$ cat src/rtl/pattern_gen_serial_pkg.sv
// Shared types and constants for the serial pattern generator
// and its companion 1101 detector.
package pattern_gen_serial_pkg;

   typedef enum logic [1:0] {
      ST_IDLE  = 2'd0,
      ST_SHIFT = 2'd1,
      ST_GAP   = 2'd2,
      ST_DONE  = 2'd3
   } state_e;

   localparam logic [3:0] PAT_1101 = 4'b1101;

endpackage

$ cat src/rtl/pattern_gen_serial_if.sv
// Request/stream bundle between a pattern source and the generator.
interface pattern_gen_serial_if #(
   parameter int WIDTH = 4,
   parameter int CNT_W = 4
);
   logic             start;
   logic [WIDTH-1:0] pattern;
   logic [CNT_W-1:0] repeat_n;
   logic             dout;
   logic             valid;
   logic             busy;
   logic             done;

   modport master (
      output start, pattern, repeat_n,
      input  dout, valid, busy, done
   );

   modport slave (
      input  start, pattern, repeat_n,
      output dout, valid, busy, done
   );
endinterface

$ cat src/rtl/pattern_gen_serial_shift.sv
// WIDTH-bit parallel-load, left-shift register; msb is the next
// bit to leave the link.
module pattern_shift_reg #(
   parameter int WIDTH = 4
) (
   input  logic             clk,
   input  logic             rst,
   input  logic             load,
   input  logic             shift,
   input  logic [WIDTH-1:0] din,
   output logic             msb
);

   logic [WIDTH-1:0] shreg_q;
   logic [WIDTH-1:0] shreg_d;

   always_comb begin
      shreg_d = shreg_q;
      if (load) begin
         shreg_d = din;
      end else if (shift) begin
         shreg_d = {shreg_q[WIDTH-2:0], 1'b0};
      end
   end

   always_ff @(posedge clk or negedge rst) begin
      if (!rst) begin
         shreg_q <= '0;
      end else begin
         shreg_q <= shreg_d;
      end
   end

   assign msb = shreg_q[WIDTH-1];

endmodule

$ cat src/rtl/pattern_gen_serial.sv
// Serial pattern transmitter: sends a captured pattern MSB-first,
// repeat_n times, with optional idle gaps between repetitions.
module pattern_gen_serial
   import pattern_gen_serial_pkg::*;
#(
   parameter int WIDTH   = 4,
   parameter int CNT_W   = 4,
   parameter int GAP_LEN = 0
) (
   input logic                 clk,
   input logic                 rst,
   pattern_gen_serial_if.slave bus
);

   localparam int BW = $clog2(WIDTH);
   localparam int GW = (GAP_LEN > 1) ? $clog2(GAP_LEN) : 1;

   state_e           state_q, state_d;
   logic [WIDTH-1:0] pat_q, pat_d;
   logic [CNT_W-1:0] rep_cnt_q, rep_cnt_d;
   logic [BW-1:0]    bit_cnt_q, bit_cnt_d;
   logic [GW-1:0]    gap_cnt_q, gap_cnt_d;
   logic             dout_q, dout_d;
   logic             valid_q, valid_d;
   logic             busy_q, busy_d;
   logic             done_q, done_d;

   logic             sh_load;
   logic             sh_shift;
   logic [WIDTH-1:0] sh_din;
   logic             sh_msb;

   // The register holds the bits still to send after the one on dout.
   pattern_shift_reg #(.WIDTH(WIDTH)) u_shreg (
      .clk   (clk),
      .rst   (rst),
      .load  (sh_load),
      .shift (sh_shift),
      .din   (sh_din),
      .msb   (sh_msb)
   );

   always_comb begin
      state_d   = state_q;
      pat_d     = pat_q;
      rep_cnt_d = rep_cnt_q;
      bit_cnt_d = bit_cnt_q;
      gap_cnt_d = gap_cnt_q;
      dout_d    = 1'b0;
      valid_d   = 1'b0;
      busy_d    = 1'b0;
      done_d    = 1'b0;
      sh_load   = 1'b0;
      sh_shift  = 1'b0;
      sh_din    = {pat_q[WIDTH-2:0], 1'b0};

      case (state_q)
         ST_IDLE: begin
            if (bus.start && bus.repeat_n != '0) begin
               pat_d     = bus.pattern;
               rep_cnt_d = bus.repeat_n;
               bit_cnt_d = BW'(WIDTH-1);
               sh_load   = 1'b1;
               sh_din    = {bus.pattern[WIDTH-2:0], 1'b0};
               dout_d    = bus.pattern[WIDTH-1];
               valid_d   = 1'b1;
               busy_d    = 1'b1;
               state_d   = ST_SHIFT;
            end
         end

         ST_SHIFT: begin
            busy_d = 1'b1;
            if (bit_cnt_q != '0) begin
               bit_cnt_d = bit_cnt_q - BW'(1);
               sh_shift  = 1'b1;
               dout_d    = sh_msb;
               valid_d   = 1'b1;
            end else if (rep_cnt_q == CNT_W'(1)) begin
               busy_d  = 1'b0;
               done_d  = 1'b1;
               state_d = ST_DONE;
            end else if (GAP_LEN > 0) begin
               rep_cnt_d = rep_cnt_q - CNT_W'(1);
               gap_cnt_d = GW'(GAP_LEN-1);
               state_d   = ST_GAP;
            end else begin
               rep_cnt_d = rep_cnt_q - CNT_W'(1);
               bit_cnt_d = BW'(WIDTH-1);
               sh_load   = 1'b1;
               dout_d    = pat_q[WIDTH-1];
               valid_d   = 1'b1;
            end
         end

         ST_GAP: begin
            busy_d = 1'b1;
            if (gap_cnt_q == '0) begin
               bit_cnt_d = BW'(WIDTH-1);
               sh_load   = 1'b1;
               dout_d    = pat_q[WIDTH-1];
               valid_d   = 1'b1;
               state_d   = ST_SHIFT;
            end else begin
               gap_cnt_d = gap_cnt_q - GW'(1);
            end
         end

         ST_DONE: begin
            state_d = ST_IDLE;
         end

         default: begin
            state_d = ST_IDLE;
         end
      endcase
   end

   always_ff @(posedge clk or negedge rst) begin
      if (!rst) begin
         state_q   <= ST_IDLE;
         pat_q     <= '0;
         rep_cnt_q <= '0;
         bit_cnt_q <= '0;
         gap_cnt_q <= '0;
         dout_q    <= 1'b0;
         valid_q   <= 1'b0;
         busy_q    <= 1'b0;
         done_q    <= 1'b0;
      end else begin
         state_q   <= state_d;
         pat_q     <= pat_d;
         rep_cnt_q <= rep_cnt_d;
         bit_cnt_q <= bit_cnt_d;
         gap_cnt_q <= gap_cnt_d;
         dout_q    <= dout_d;
         valid_q   <= valid_d;
         busy_q    <= busy_d;
         done_q    <= done_d;
      end
   end

   assign bus.dout  = dout_q;
   assign bus.valid = valid_q;
   assign bus.busy  = busy_q;
   assign bus.done  = done_q;

endmodule
$ cat src/flat_wrapper.sv
// flat-port wrapper written by rule: the top's interface ports become plain ports
module pattern_gen_serial_flat import pattern_gen_serial_pkg::*;
#(
   parameter int WIDTH   = 4,
   parameter int CNT_W   = 4,
   parameter int GAP_LEN = 0
)
  (clk, rst, bus_start, bus_pattern, bus_repeat_n, bus_dout, bus_valid, bus_busy, bus_done);
  pattern_gen_serial_if #(.WIDTH(WIDTH), .CNT_W(CNT_W)) bus_i ();
  input logic clk;
  input logic rst;
  input wire logic [$bits(bus_i.start)-1:0] bus_start;
  input wire logic [$bits(bus_i.pattern)-1:0] bus_pattern;
  input wire logic [$bits(bus_i.repeat_n)-1:0] bus_repeat_n;
  output wire logic [$bits(bus_i.dout)-1:0] bus_dout;
  output wire logic [$bits(bus_i.valid)-1:0] bus_valid;
  output wire logic [$bits(bus_i.busy)-1:0] bus_busy;
  output wire logic [$bits(bus_i.done)-1:0] bus_done;
  assign bus_i.start = bus_start;
  assign bus_i.pattern = bus_pattern;
  assign bus_i.repeat_n = bus_repeat_n;
  assign bus_dout = bus_i.dout;
  assign bus_valid = bus_i.valid;
  assign bus_busy = bus_i.busy;
  assign bus_done = bus_i.done;
  pattern_gen_serial #(.WIDTH(WIDTH), .CNT_W(CNT_W), .GAP_LEN(GAP_LEN)) u_core (.clk(clk), .rst(rst), .bus(bus_i));
endmodule
$ cat config.mk
export PLATFORM = sky130hd
export DESIGN_NAME = pattern_gen_serial_flat
export DESIGN_NICKNAME = d
export VERILOG_FILES = /design/src/rtl/pattern_gen_serial_pkg.sv /design/src/rtl/pattern_gen_serial_if.sv /design/src/rtl/pattern_gen_serial_shift.sv /design/src/rtl/pattern_gen_serial.sv /design/src/flat_wrapper.sv
export SDC_FILE = /design/constraint.sdc
export NUM_CORES = 1
export LEC_CHECK = 0
export ABC_AREA = 1
export CORE_AREA = 2 2 43 45
export CTS_CLUSTER_SIZE = 10
export DETAILED_ROUTE_END_ITERATION = 16
export DIE_AREA = 0 0 45 47
export DONT_BUFFER_PORTS = 1
export PLACE_DENSITY = 0.71
export SLEW_MARGIN = 20
export SYNTH_ARGS = -nofsm -noshare
export SYNTH_HDL_FRONTEND = slang
export SYNTH_SLANG_ARGS = --single-unit
$ cat constraint.sdc
create_clock -name clk -period 1.54 [get_ports clk]
set_clock_uncertainty 0.1 [all_clocks]
set_input_delay 0.154 -clock clk [delete_from_list [all_inputs] [get_ports clk]]
set_output_delay 0.154 -clock clk [all_outputs]
set_load 0.02 [all_outputs]
==> results.py <==
metrics = {
    "global_routing": {
        "grt_pass1_vias": 686,
        "track_usage": 0.2015,
        "antenna_found_initial": 0,
        "grt-ovfl-total": 0,
        "grt_max_degree": 19,
        "grt_pass1_wl_um": 2987,
    },
    "clocking": {
        "cts_setup_buffers": 0,
        "cts_tree": "done",
        "cts-root-buf": "clkbuf_4",
        "h-tree-depth": 1,
        "insertion_delay_ns": 0.30,
        "clock-sinks": 18,
        "clk_path_buf_depth": 2,
        "cts-buffers-inserted": 3,
        "clkTransAtPathRegs_ns": 0.10,
    },
    "yosys": {
        "synth_nets": 122,
        "syn_area_um2": 907.1,
        "yosys-top-cells-count": "nand2_1, dfrtp_1, nand3_1",
        "ys_seq_elements": 18,
        "synth_cell_types": 19,
        "yosysMostFrequentCell": "nand2_1",
        "syn_inst": 108,
        "synthArstFlopShare": 1.000,
        "synth-seq-area-share": 0.4966,
        "synth_edf_count": 0,
        "synth_top_area_cell": "dfrtp_1",
        "synth_top_cell_area_share": 0.4966,
        "synth_flop_cell": "dfrtp_1",
        "syn_avg_cell_area_um2": 8.399,
        "synthTopCellsByArea": "dfrtp_1, nand2_1, nand3_1",
        "synth_warnings": 0,
    },
    "finish": {
        "drive_above_1_share": 0.1322,
        "final_nets": 136,
        "fillers": 144,
        "instances_no_fill": 138,
        "syn_to_final_growth_pct": 17.52,
        "fin_area_um2": 1066,
        "antenna_cells": 0,
        "post-route-util": 0.6455,
    },
    "setup_path": {
        "cp.depth": 7,
        "slowest_stage": "dfrtp_1",
        "cp.required_ns": 1.64,
        "critPathKind": "reg2reg",
        "cp_max_fo": 5,
        "startpoint": "u_core.bit_cnt_q[0]",
        "start_kind": "flip-flop",
        "cp_top_family": "simple AND/OR/NAND/NOR gates",
        "end_kind": "flip-flop",
        "r2r_start": "u_core.bit_cnt_q[0]",
        "r2r_cells": 7,
        "worstPathCellList": "inv_1 -> ha_2 -> nand3_1 -> nand2_2 -> nand3_2 -> nor2_1 -> nor2_1",
        "crit_path_frequent_cell": "nor2_1",
        "cp.buffers_inverters": 1,
        "cpPeakStageDelay_ns": 0.39,
        "crit_arrival_ns": 1.54,
    },
    "pwr": {
        "p_leak_nw": 0.5366,
        "p_per_area_nw_per_um2": 1837,
        "vdd.ir_drop.worst_v": 0.001171,
    },
    "die": {
        "dieArea_um2": 2115,
        "io_pins": 15,
        "core_area_um2": 1652,
        "die_h_um": 47,
        "die_x_um": 45,
        "rows": 15,
        "start_util": 0.5492,
    },
    "routing": {
        "vias": 770,
        "drcViolationCount": 0,
        "initialDrtViolationCount": 13,
        "wire_per_inst_um": 12.97,
        "ant_nets": 0,
        "via_per_inst": 5.580,
        "drtPass1Iterations": 4,
        "wl_um": 1790,
    },
    "timing": {
        "worst_pin_slew_ns": 0.7738,
        "maxSlewViolCount": 0,
        "post-route-period-util": 0.9375,
        "final_period_minus_worst_setup_slack_ns": 1.444,
        "finalHoldViolCount": 0,
        "rsz0062_at_grt": "true",
        "slew_headroom": 0.4825,
        "fmax_ghz": 0.6926,
        "setup_viol": 0,
        "holdWs_ns": 0.03663,
    },
    "run_status": {
        "status": "finished clean",
    },
    "place": {
        "placed_area_um2": 917.1,
        "place_hpwl_um": 1215,
        "io_buffer_count": 0,
        "post-place-cells": 124,
        "place.gp.congestion": 0.8269,
    },
    "min_path": {
        "hold_path_startpoint": "bus_start",
        "holdPathStages": 3,
        "hp-class": "in2reg",
    },
    "run": {
        "timing.max_cap.violations": 0,
    },
}
registers in the layout, indices dropped and copies added, names as in the netlist:
name and flops:
u_core.u_shreg.shreg_q 3, u_core.bus.done 1, u_core.bus.busy 1, u_core.pat_q 4, u_core.state_q 2, u_core.bus.dout 1, u_core.bit_cnt_q 2, u_core.rep_cnt_q 4
layout by cell type, fill, tap and decap left out:
master / count
a21boi_0: 1
buf_4: 1
clkbuf_4: 3
clkbuf_8: 1
dfrtp_1: 18
dlygate4sd3_1: 10
ha_1: 2
ha_2: 1
inv_1: 7
inv_2: 2
nand2_1: 33
nand2_2: 1
nand2_4: 1
nand3_1: 10
nand3_2: 1
nand3_4: 1
nand4_1: 8
nor2_1: 8
nor2_2: 1
nor2_4: 1
nor3_1: 1
o21ai_0: 5
o21ai_1: 2
or2_2: 2
through the flow:
| step | TNS (ns) | setup WS [ns] | power (mW) |
|---|---|---|---|
| after floorplan | 0 | 0.2121 | 1.471 |
| after global placement | 0 | 0.1290 | 1.581 |
| after detailed placement | 0 | 0.04640 | 1.626 |
| after CTS | 0 | 0.03159 | 1.946 |
| after global routing | -0.02130 | -0.01068 | 2.161 |
| final | 0 | 0.09617 | 1.958 |
timing repair:
| item | CTS | global route |
|---|---|---|
| resized for setup | 0 | 4 |
| setup endpoints to repair | 0 | 5 |
| endpoints found under the hold margin | 29 | 0 |
| hold buffers | 10 | 0 |
per-layer routing:
layer,track usage,wire length (um),up-vias
met1,0.2652,828,358
li1,-,-,382
met2,0.3086,813,26
met5,0,0,-
met3,0.05000,104,4
met4,0.1059,44,0
worst reg2reg max path, delay by kind of cell, from the launching register on:
| kind | cells | cell delay (ns) |
|---|---|---|
| adder cells (fa/ha/maj) | 1 | 0.22 |
| buffers and inverters | 1 | 0.08 |
| flip-flops | 1 | 0.39 |
| AND/OR/NAND/NOR | 5 | 0.54 |
final timing paths:
path / end / slack (ns)
setup / recovery: u_core.bit_cnt_q[0] / 0.1
hold / removal: u_core.pat_q[3] / 0.04
setup reg to reg: u_core.bit_cnt_q[0] / 0.1
hold reg to reg: u_core.pat_q[2] / 0.39
max in group asynchronous: u_core.u_shreg.shreg_q[2] / 0.60
min in group asynchronous: u_core.bus.done / 0.26
final cells by class:
class | instances | area (um^2) | share of cell area
flip-flops and latches | 18 | 450.4 | 0.4225
multi-input cells | 79 | 416.7 | 0.3908
repair buffers | 11 | 107.6 | 0.1009
clock buffers | 4 | 36.28 | 0.03404
inverters | 9 | 33.78 | 0.03169
well taps | 17 | 21.27 | 0.01995
report_power, final:
group | switching [mW] | internal, mW | total, mW | leakage [nW]
logic | 0.521 | 0.329 | 0.850 | 0.293
registers | 0.151 | 0.662 | 0.813 | 0.223
clock network | 0.151 | 0.144 | 0.295 | 0.0210
total | 0.823 | 1.14 | 1.96 | 0.537
cell families (layout without fill, tap and decap cells):
family | Yosys count | in the layout | share of synthesized area
and+or+nand+nor | 68 | 68 | 0.3572
DFF | 18 | 18 | 0.4965
buffers and inverters | 11 | 24 | 0.05793
AOI/OAI and AO/OA | 8 | 8 | 0.04690
adders and majority gates | 3 | 3 | 0.04138
No activity file was read; power rests on OpenSTA's default activity.
